[config.mk]
export PLATFORM = sky130hd
export DESIGN_NAME = tap_period_meter
export DESIGN_NICKNAME = d
export VERILOG_FILES = /design/src/rtl/tap_period_meter.sv
export SDC_FILE = /design/constraint.sdc
export NUM_CORES = 1
export LEC_CHECK = 0
export ABC_CLOCK_PERIOD_IN_PS = 7600
export CORE_MARGIN = 3
export CORE_UTILIZATION = 50
export DETAILED_ROUTE_END_ITERATION = 8
export HOLD_SLACK_MARGIN = 0.03
export PLACE_DENSITY_LB_ADDON = 0.15
export SLEW_MARGIN = 25
export SYNTH_ARGS = -nofsm -noshare
export SYNTH_HDL_FRONTEND = slang
export SYNTH_SLANG_ARGS = --single-unit
[constraint.sdc]
create_clock -name clk_i -period 7.6 [get_ports clk_i]
set_clock_uncertainty 0.15 [all_clocks]
set_input_delay 0.76 -clock clk_i [delete_from_list [all_inputs] [get_ports clk_i]]
set_output_delay 0.76 -clock clk_i [all_outputs]
set_load 0.02 [all_outputs]
[src/rtl/tap_period_meter.sv]
`default_nettype none
// ============================================================================
// Module   : tap_period_meter
// Brief    : Measures tp_i intervals between debounced tap rises and emits a
//            running average over 2**AVG_LOG2 intervals, with timeout abort.
// Revision : 1.0 - initial release
// ============================================================================
module tap_period_meter #(
    parameter longint unsigned PULSE_PER_NS   = 64'd4096,
    parameter longint unsigned TIMEOUT_PER_NS = 64'd2147483648,
    parameter int unsigned     AVG_LOG2       = 2,
    localparam longint unsigned MAX_COUNT     = TIMEOUT_PER_NS / PULSE_PER_NS,
    localparam int              CNT_W         = $clog2(MAX_COUNT) + 1
) (
    input  logic             clk_i,
    input  logic             rst_ni,
    input  logic             tp_i,
    input  logic             btn_i,
    output logic [CNT_W-1:0] period_o,
    output logic             period_valid_o,
    output logic             timeout_o,
    output logic             counting_o
);

    localparam int D     = 2 ** AVG_LOG2;
    localparam int SUM_W = CNT_W + AVG_LOG2;
    localparam logic [CNT_W-1:0] MAX_CNT = CNT_W'(MAX_COUNT);

    typedef enum logic [0:0] {
        S_IDLE  = 1'b0,
        S_COUNT = 1'b1
    } state_t;

    state_t             state_q, state_d;
    logic               btn_q, btn_d;
    logic [CNT_W-1:0]   cnt_q, cnt_d;
    logic               first_q, first_d;
    logic [CNT_W-1:0]   hist_q [D];
    logic [CNT_W-1:0]   hist_d [D];
    logic [SUM_W-1:0]   sum_q, sum_d;
    logic               upd_q, upd_d;
    logic [CNT_W-1:0]   period_q, period_d;
    logic               valid_q, valid_d;
    logic               timeout_q, timeout_d;
    logic               counting_q, counting_d;
    logic               rise;

    assign rise = btn_i & ~btn_q;

    always_comb begin
        state_d   = state_q;
        btn_d     = btn_i;
        cnt_d     = cnt_q;
        first_d   = first_q;
        hist_d    = hist_q;
        sum_d     = sum_q;
        upd_d     = 1'b0;
        timeout_d = 1'b0;
        // Second pipeline stage: publish the average computed on the rise cycle.
        valid_d   = upd_q;
        period_d  = upd_q ? CNT_W'(sum_q >> AVG_LOG2) : period_q;

        unique case (state_q)
            S_IDLE: begin
                if (rise) begin
                    state_d = S_COUNT;
                    cnt_d   = '0;
                    first_d = 1'b1;
                end
            end
            S_COUNT: begin
                if (rise) begin
                    // A tp_i in the rise cycle is dropped; rise also beats timeout.
                    cnt_d = '0;
                    upd_d = 1'b1;
                    if (first_q) begin
                        for (int k = 0; k < D; k++) hist_d[k] = cnt_q;
                        sum_d   = SUM_W'(cnt_q) << AVG_LOG2;
                        first_d = 1'b0;
                    end else begin
                        hist_d[0] = cnt_q;
                        for (int k = 1; k < D; k++) hist_d[k] = hist_q[k-1];
                        sum_d = sum_q - SUM_W'(hist_q[D-1]) + SUM_W'(cnt_q);
                    end
                end else if (tp_i) begin
                    if (cnt_q == MAX_CNT) begin
                        state_d   = S_IDLE;
                        timeout_d = 1'b1;
                        first_d   = 1'b1;
                    end else begin
                        cnt_d = cnt_q + CNT_W'(1);
                    end
                end
            end
            default: state_d = S_IDLE;
        endcase

        counting_d = (state_d == S_COUNT);
    end

    always_ff @(posedge clk_i or negedge rst_ni) begin
        if (!rst_ni) begin
            state_q    <= S_IDLE;
            btn_q      <= 1'b0;
            cnt_q      <= '0;
            first_q    <= 1'b1;
            for (int k = 0; k < D; k++) hist_q[k] <= '0;
            sum_q      <= '0;
            upd_q      <= 1'b0;
            period_q   <= '0;
            valid_q    <= 1'b0;
            timeout_q  <= 1'b0;
            counting_q <= 1'b0;
        end else begin
            state_q    <= state_d;
            btn_q      <= btn_d;
            cnt_q      <= cnt_d;
            first_q    <= first_d;
            hist_q     <= hist_d;
            sum_q      <= sum_d;
            upd_q      <= upd_d;
            period_q   <= period_d;
            valid_q    <= valid_d;
            timeout_q  <= timeout_d;
            counting_q <= counting_d;
        end
    end

    assign period_o       = period_q;
    assign period_valid_o = valid_q;
    assign timeout_o      = timeout_q;
    assign counting_o     = counting_q;

endmodule
`default_nettype wire

==> flow_summary.toml, run 1 <==
[global_route]
grt_pass1_vias = 5457
grt_pass1_wl_um = 28500
grt_max_degree = 106
antenna_found_initial = 0
grt_overflow = 0
track_usage = 0.203

[timing]
rsz0062_at_grt = "no"
fmaxAchievable_ghz = 0.264
post-route-period-util = 0.498
tns_ns = 0
finalHoldViolCount = 0
drv_slew = 0
worst_slew_pin_slew_ns = 0.912
setup_viol = 0
slew_headroom = 0.392
holdWs_ns = 0.190
period_minus_slack_ns = 3.78

[floorplanning]
initial_core_util = 0.517
core-area_um2 = 15400
fp-row-count = 45
die_y_um = 132
die-area_um2 = 17500
die_x_um = 132
num_io_pins = 27

[logic_synthesis]
synth_area_leader_cell = "dfrtp_1"
ys_ff_latch = 148
postSynthCellCount = 828
synth.top_cells.by_count = "dfrtp_1 (147), nand2_1 (112), o21ai_0 (87)"
yosysMostFrequentCell = "dfrtp_1"
synth_ff_type = "dfrtp_1"
ys_warn_count = 0
syn-cell-area_um2 = 7980
syn_area_per_cell_um2 = 9.64
synth_edf_count = 0
synthesis.nets = 876
synth.area.top_cells = "dfrtp_1 (46%), mux2i_1 (6.0%), o21ai_0 (5.5%)"
yosysUniqueCellTypes = 50
yosysSeqAreaShare = 0.464
async_flop_share = 1.00
synth_top_area_share = 0.461

[power_and_ir_drop]
comb_power_share = 0.448
sw_frac_of_total = 0.389
cellPowerDensity_nw_per_um2 = 383
power_leakage_nw = 4.10
switchingPower_w = 0.00133
clkPwrFrac = 0.242
ir_drop_mv = 0.200
p_int_w = 0.00209
seq_power_share = 0.310

[clocking]
clk-insertion-delay-late_ns = 0.43
root_buffer = "clkbuf_16"
cts_max_level = 4
cts_num_sinks = 148
post_cts_buffers = 0
post_cts_resized = 0
cts_buffer_depth = 2
cts_buffers = 17
cts_tree = "yes"
clk_pin_slew_ns = 0.06
hold_buffers = 0

[critical_path]
worstSetupPathType = "register to register"
crit_arrival_ns = 3.90
reg2reg_from = "cnt_q[3]"
worst_setup_path_end_kind = "register"
crit_required_ns = 7.71
r2r_slack_ns = 3.82
r2r_cells = 12
start_kind = "register"
path_max_fanout = 9
reg2reg_to = "sum_q[21]"

[drt]
drt_iter0_markers = 415
vias = 5626
antenna_left = 0
drc = 0
wl_per_cell_um = 15.8
first_pass_iters = 5
via_per_inst = 5.34
drt_wl_total_um = 16600

[cells_and_area]
area_growth_pct = 12.1
antenna_cells = 0
finalNetCount = 878
finalInstanceArea_um2 = 8940
layout-drive-gt1-share = 0.0878

[status]
status = "complete, no violations"

[hold_path]
hold_path.class = "input pin to asynchronous set/reset pin"

[placed_design]
hpwl_um = 11800
gp_congestion = 0.935
place_area_um2 = 8360
io_buffers = 26

[run]
maxCapViolCount = 0
-- power groups by stage --
stage	Sequential, W	Clock [W]	Combinational [W]
6_report	0.00106	0.000829	0.00154
5_1_grt	0.00109	0.000881	0.00173
4_1_cts	0.00107	0.000847	0.00153
3_5_place_dp	0.00108	0	0.00153
3_3_place_gp	0.00107	0	0.00150
2_1_floorplan	0.00109	0	0.00110
-- registers in the layout (all words and copies together), names as in the netlist --
signal	count
cnt_q	20
first_q	1
period_o	20
timeout_o	1
upd_q	1
btn_q	1
period_valid_o	1
counting_o	1
hist_q	80
sum_q	22
-- layer usage --
metal,global-route usage,wire (um),vias to the layer above
met1,0.306,8340,2716
met4,0.0699,300,0
met5,0,0,-
met3,0.0458,807,23
met2,0.290,7160,107
li1,-,-,2780
-- critical path, stage by stage, from the launching register on --
cell	delay (ns)
dfrtp_1	0.54
inv_1	0.17
fa_1	0.55
inv_1	0.04
ha_1	0.35
a21o_1	0.20
a21oi_1	0.21
a21oi_1	0.14
o21ai_0	0.42
o221ai_1	0.21
a221oi_2	0.33
mux2i_1	0.22
a21oi_1	0.08
-- cell type report --
cell class	count	area (um^2)
Clock buffer	18	429
Fill cell	1334	6490
Tap cell	211	264
Sequential cell	148	3710
Clock inverter	14	154
Timing Repair Buffer	30	292
Inverter	87	327
Multi-Input combinational cell	546	3770
-- how the worst max path moves through the flow --
| stage | slack [ns] | end | from | depth (start not counted) |
|---|---|---|---|---|
| 6_report | 3.82 | sum_q[21] | cnt_q[3] | 12 |
| 5_1_grt | 3.63 | sum_q[21] | cnt_q[3] | 12 |
| 4_1_cts | 3.91 | sum_q[21] | cnt_q[3] | 12 |
| 3_5_place_dp | 3.95 | sum_q[21] | cnt_q[3] | 12 |
| 3_3_place_gp | 4.04 | sum_q[21] | cnt_q[3] | 12 |
| 2_1_floorplan | 4.42 | sum_q[20] | cnt_q[1] | 12 |
-- metrics by stage --
| stage | std cells | total power [W] | worst slack (ns) | util |
|---|---|---|---|---|
| 5_1_grt | 1054 | 0.00370 | 3.63 | 0.580 |
| 4_1_cts | 1054 | 0.00345 | 3.91 | 0.580 |
| 3_5_place_dp | 1022 | 0.00261 | 3.95 | 0.542 |
| 3_3_place_gp | 1022 | 0.00257 | 4.04 | 0.542 |
| 2_1_floorplan | 828 | 0.00219 | 4.42 | - |
| 6_report | 1054 | 0.00343 | 3.82 | 0.580 |
-- cells by family after synthesis --
family	synth area share
xor+xnor	0.0373
mux	0.0884
simple gates	0.125
flops	0.464
compound gates	0.133
buf+inv	0.0648
fa+ha+maj	0.0878
-- cells in the final DEF, fill, tap and decap left out, types with 4 or more instances in the layout --
cell,n
ha_1,24
nand2_1,111
a21o_1,10
clkdlybuf4s50_1,25
nor2_1,51
a31oi_1,17
a21oi_1,37
xor2_1,10
buf_4,4
clkbuf_16,17
mux2_2,20
xnor2_1,24
dfrtp_1,147
fa_1,20
o21ai_0,87
nand4_1,8
o221ai_1,4
a211oi_1,10
nand3_1,14
mux2i_1,48
and3_1,7
inv_1,86
clkinv_4,4
nor3_1,5
Note: power is estimated with default switching activity, not from simulation.
==> run 2: changes to the inputs <==
--- a/config.mk
+++ b/config.mk
@@ -5,7 +5,7 @@
 export SDC_FILE = /design/constraint.sdc
 export NUM_CORES = 1
 export LEC_CHECK = 0
-export ABC_CLOCK_PERIOD_IN_PS = 7600
+export ABC_CLOCK_PERIOD_IN_PS = 3000
 export CORE_MARGIN = 3
 export CORE_UTILIZATION = 50
 export DETAILED_ROUTE_END_ITERATION = 8
==> constraint.sdc (replaced) <==
create_clock -name clk_i -period 3 [get_ports clk_i]
set_clock_uncertainty 0.15 [all_clocks]
set_input_delay 0.3 -clock clk_i [delete_from_list [all_inputs] [get_ports clk_i]]
set_output_delay 0.3 -clock clk_i [all_outputs]
set_load 0.02 [all_outputs]
==> flow_summary.toml, run 2 (synthesis results as in run 1) <==
[status]
status = "finished with violations"
violations = "negative setup slack"

[critical_path]
crit_arrival_ns = 3.25
crit_chain = "inv_2 -> fa_1 -> inv_2 -> buf_4 -> buf_6 -> ha_4 -> a21o_1 -> nand4_1 -> a21oi_2 -> o21ai_2 -> and3_1 -> a221oi_2 -> mux2i_1 -> a21oi_1"
crit_required_ns = 3.15
worstSetupPathType = "register to register"
crit_top_cell = "inv_2"
start_kind = "register"
worst_setup_path_end_kind = "register"
path_delay_family = "adder cells"
crit_buf_inv = 4
path_max_fanout = 3
critPathMaxStageDelay_ns = 0.55
cpMaxStageDelayCell = "fa_1"

[drt]
antenna_left = 0
first_pass_iters = 5
drt_wl_total_um = 18900
via_per_inst = 5.33
vias = 6012
wl_per_cell_um = 16.8
drc = 0
drt_iter0_markers = 451

[placed_design]
gp_congestion = 0.957
dp_slack_ns = -0.151
io_buffers = 26
hpwl_um = 13400

[cells_and_area]
largest_reg_flops = 80
layout-drive-gt1-share = 0.198
layout_commonest_cell = "dfrtp_1"
antenna_cells = 0
finalNetCount = 951
nFillCells = 1310
top_register = "hist_q"
mostFrequentLayoutCells = "dfrtp_1 (147), nand2_1 (109), inv_1 (81), o21ai_0 (81), buf_4 (72)"
reg_top3 = "hist_q: 80 flops, sum_q: 22 flops"
area_growth_pct = 21.6

[run]
maxCapViolCount = 0

[power_and_ir_drop]
cellPowerDensity_nw_per_um2 = 1020
ir_drop_mv = 0.609
power_leakage_nw = 4.49
total_power_w = 0.00994

[timing]
drv_slew = 0
post-route-period-util = 1.03
tns_ns = -0.423
rsz0062_at_grt = "yes"
worst_slew_pin_slew_ns = 1.00
finalHoldViolCount = 0
setup_slack_ns = -0.102
slew_headroom = 0.330
setup_viol = 10
holdWs_ns = 0.206
period_minus_slack_ns = 3.10
fmaxAchievable_ghz = 0.322

[clocking]
cts_num_sinks = 148
clk_pin_slew_ns = 0.06
clk-insertion-delay-late_ns = 0.42
cts_buffer_depth = 2
root_buffer = "clkbuf_16"
cts_tree = "yes"
cts_max_level = 4
cts_buffers = 17

[global_route]
grt_pass1_vias = 5867
antenna_found_initial = 0
grt_max_degree = 75
grt_pass1_wl_um = 30900
track_usage = 0.221
grt_overflow = 0

[hold_path]
hold_path.class = "input pin to register"

[floorplanning]
fp-row-count = 45
die_y_um = 132
die_x_um = 132
initial_core_util = 0.517
num_io_pins = 27
core-area_um2 = 15400
die-area_um2 = 17500
## run 2: worst paths after layout
path	startpoint	end	slack, ns	cells after the start
worst max-delay path	cnt_q[1]	sum_q[21]	-0.10	14
worst min-delay path	btn_i	btn_q	0.21	1
worst max register to register	cnt_q[1]	sum_q[21]	-0.10	14
worst min register to register	hist_q[72]	hist_q[72]	0.33	2
max in group asynchronous	rst_ni	hist_q[35]	1.61	3
min in group asynchronous	rst_ni	period_o[0]	0.30	2
## run 2: stage by stage
| step | std cells | util | area, um^2 |
|---|---|---|---|
| after CTS | 1121 | 0.616 | 9510 |
| after global routing | 1127 | 0.629 | 9700 |
| after floorplan | 828 | - | 7990 |
| final | 1127 | 0.629 | 9700 |
| after detailed placement | 1082 | 0.573 | 8840 |
| after global placement | 1082 | 0.573 | 8840 |
## run 2: cell type report
| class | instances | area, um^2 | share of cell area |
|---|---|---|---|
| clock inverter | 11 | 124 | 0.0128 |
| multi-input combinational | 546 | 3950 | 0.407 |
| clock buffer | 21 | 460 | 0.0474 |
| sequential | 148 | 3710 | 0.382 |
| tap | 211 | 264 | 0.0272 |
| timing repair buffer | 103 | 875 | 0.0901 |
| inverter | 87 | 327 | 0.0337 |
## run 2: timing repair
item,4_1_cts,5_1_grt
hold buffers,1,0
gates resized for setup,9,36
setup endpoints to repair,10,15
setup buffers,6,6
pin swaps,17,27
hold endpoints to repair,64,0
## run 2: power by group
part | switching, W | internal (W)
logic | 0.00273 | 0.00245
registers | 0.000254 | 0.00239
clock network | 0.000844 | 0.00127
total | 0.00383 | 0.00611
## run 2: per-layer routing
metal | up-vias | global-route usage | wire length (um)
met5 | - | 0 | 0
met4 | 0 | 0.0583 | 288
met3 | 25 | 0.0450 | 865
met2 | 148 | 0.317 | 8330
met1 | 2912 | 0.344 | 9400
li1 | 2927 | - | -
==> run 3: changes to the inputs <==
--- a/config.mk
+++ b/config.mk
@@ -7,7 +7,8 @@
 export LEC_CHECK = 0
 export ABC_CLOCK_PERIOD_IN_PS = 3000
 export CORE_MARGIN = 3
-export CORE_UTILIZATION = 50
+export CORE_UTILIZATION = 57
+export CTS_BUF_LIST = sky130_fd_sc_hd__clkbuf_4
 export DETAILED_ROUTE_END_ITERATION = 8
 export HOLD_SLACK_MARGIN = 0.03
 export PLACE_DENSITY_LB_ADDON = 0.15
==> flow_summary.toml, run 3 (synthesis results as in run 1) <==
[timing]
finalHoldViolCount = 0
setup_viol = 7
holdWs_ns = 0.123
setup_slack_ns = -0.103
worst_slew_pin_slew_ns = 0.983
drv_slew = 0
period_minus_slack_ns = 3.10
rsz0062_at_grt = "yes"
post-route-period-util = 1.03
slew_headroom = 0.345
tns_ns = -0.371
fmaxAchievable_ghz = 0.322

[drt]
wl_per_cell_um = 17.1
vias = 6074
first_pass_iters = 5
drt_wl_total_um = 18500
via_per_inst = 5.61
drt_iter0_markers = 453
antenna_left = 0
drc = 0

[global_route]
grt_overflow = 0
grt_pass1_wl_um = 30400
grt_pass1_vias = 6039
grt_max_degree = 65
track_usage = 0.243
antenna_found_initial = 0

[clocking]
cts_tree = "yes"
cts_buffer_depth = 2
cts_num_sinks = 148
cts_buffers = 17
cts_max_level = 4
clk_pin_slew_ns = 0.13
clk-insertion-delay-late_ns = 0.57
root_buffer = "clkbuf_4"

[critical_path]
worstSetupPathType = "register to register"
critPathMaxStageDelay_ns = 0.54
start_kind = "register"
worst_setup_path_end_kind = "register"
crit_buf_inv = 2
crit_arrival_ns = 3.42
crit_start = "sum_q[1]"
crit_required_ns = 3.31
crit_top_cell = "inv_2"
cpMaxStageDelayCell = "fa_1"
path_max_fanout = 3
crit_chain = "inv_2 -> fa_1 -> inv_2 -> fa_2 -> a21o_1 -> a221oi_2 -> o22ai_2 -> a21oi_4 -> nor4_2 -> a211oi_2 -> xor2_1 -> a21oi_1"
path_delay_family = "compound AO/OA/AOI/OAI gates"
reg2reg_from = "sum_q[1]"

[cells_and_area]
antenna_cells = 0
layout_commonest_cell = "dfrtp_1"
top_register = "hist_q"
finalNetCount = 942
area_growth_pct = 17.1
reg_top3 = "hist_q: 80 flops, sum_q: 22 flops"
layout-drive-gt1-share = 0.198
mostFrequentLayoutCells = "dfrtp_1 (147), nand2_1 (108), o21ai_0 (84), inv_1 (80), buf_4 (62)"
final_util = 0.695
largest_reg_flops = 80

[power_and_ir_drop]
power_leakage_nw = 4.30
cellPowerDensity_nw_per_um2 = 959
ir_drop_mv = 0.425

[placed_design]
hpwl_um = 12800
gp_congestion = 0.961
io_buffers = 26

[run]
maxCapViolCount = 0

[floorplanning]
fp-row-count = 42
core-area_um2 = 13500
initial_core_util = 0.593
die-area_um2 = 15500
num_io_pins = 27
die_x_um = 124
die_y_um = 124

[hold_path]
hold_path.class = "input pin to asynchronous set/reset pin"

[status]
violations = "negative setup slack"
status = "finished with violations"
run 3: layout make-up:
| class | instances | area, um^2 |
|---|---|---|
| Fill cell | 1033 | 4110 |
| Multi-Input combinational cell | 546 | 4030 |
| Sequential cell | 148 | 3710 |
| Timing Repair Buffer | 94 | 818 |
| Inverter | 87 | 327 |
| Tap cell | 176 | 220 |
| Clock buffer | 18 | 135 |
| Clock inverter | 14 | 110 |
run 3: worst paths after layout:
check | cells after the start | slack (ns) | end
setup / recovery | 12 | -0.10 | sum_q[20]
hold / removal | 2 | 0.12 | sum_q[1]
setup reg to reg | 12 | -0.10 | sum_q[20]
hold reg to reg | 2 | 0.34 | hist_q[33]
max in group asynchronous | 3 | 1.70 | hist_q[57]
min in group clk_i | 3 | 0.20 | timeout_o
run 3: power by group:
| group | internal (W) | leakage, nW | switching, W |
|---|---|---|---|
| registers | 0.00238 | 1.93 | 0.000273 |
| logic | 0.00238 | 2.24 | 0.00281 |
| clock network | 0.000410 | 0.133 | 0.000722 |
run 3: through the flow:
stage / setup slack (ns) / cells / cell area, um^2 / total power, W
3_3_place_gp: -0.0635 / 1038 / 8740 / 0.00678
6_report: -0.103 / 1083 / 9350 / 0.00897
2_1_floorplan: -0.0107 / 828 / 7990 / 0.00556
4_1_cts: -0.0951 / 1075 / 9060 / 0.00821
5_1_grt: -0.254 / 1083 / 9350 / 0.00960
3_5_place_dp: -0.129 / 1038 / 8740 / 0.00690
run 3: what timing repair did:
item	CTS	global route
hold buffers	2	0
setup endpoints to repair	11	13
resized for setup	6	50
hold endpoints to repair	97	0
setup buffers	3	8
pin swaps	9	27
run 3: per-layer routing:
metal | wire length (um) | global-route usage
met1 | 8940 | 0.362
met2 | 8310 | 0.366
met3 | 908 | 0.0472
met4 | 311 | 0.0722
met5 | 0 | 0
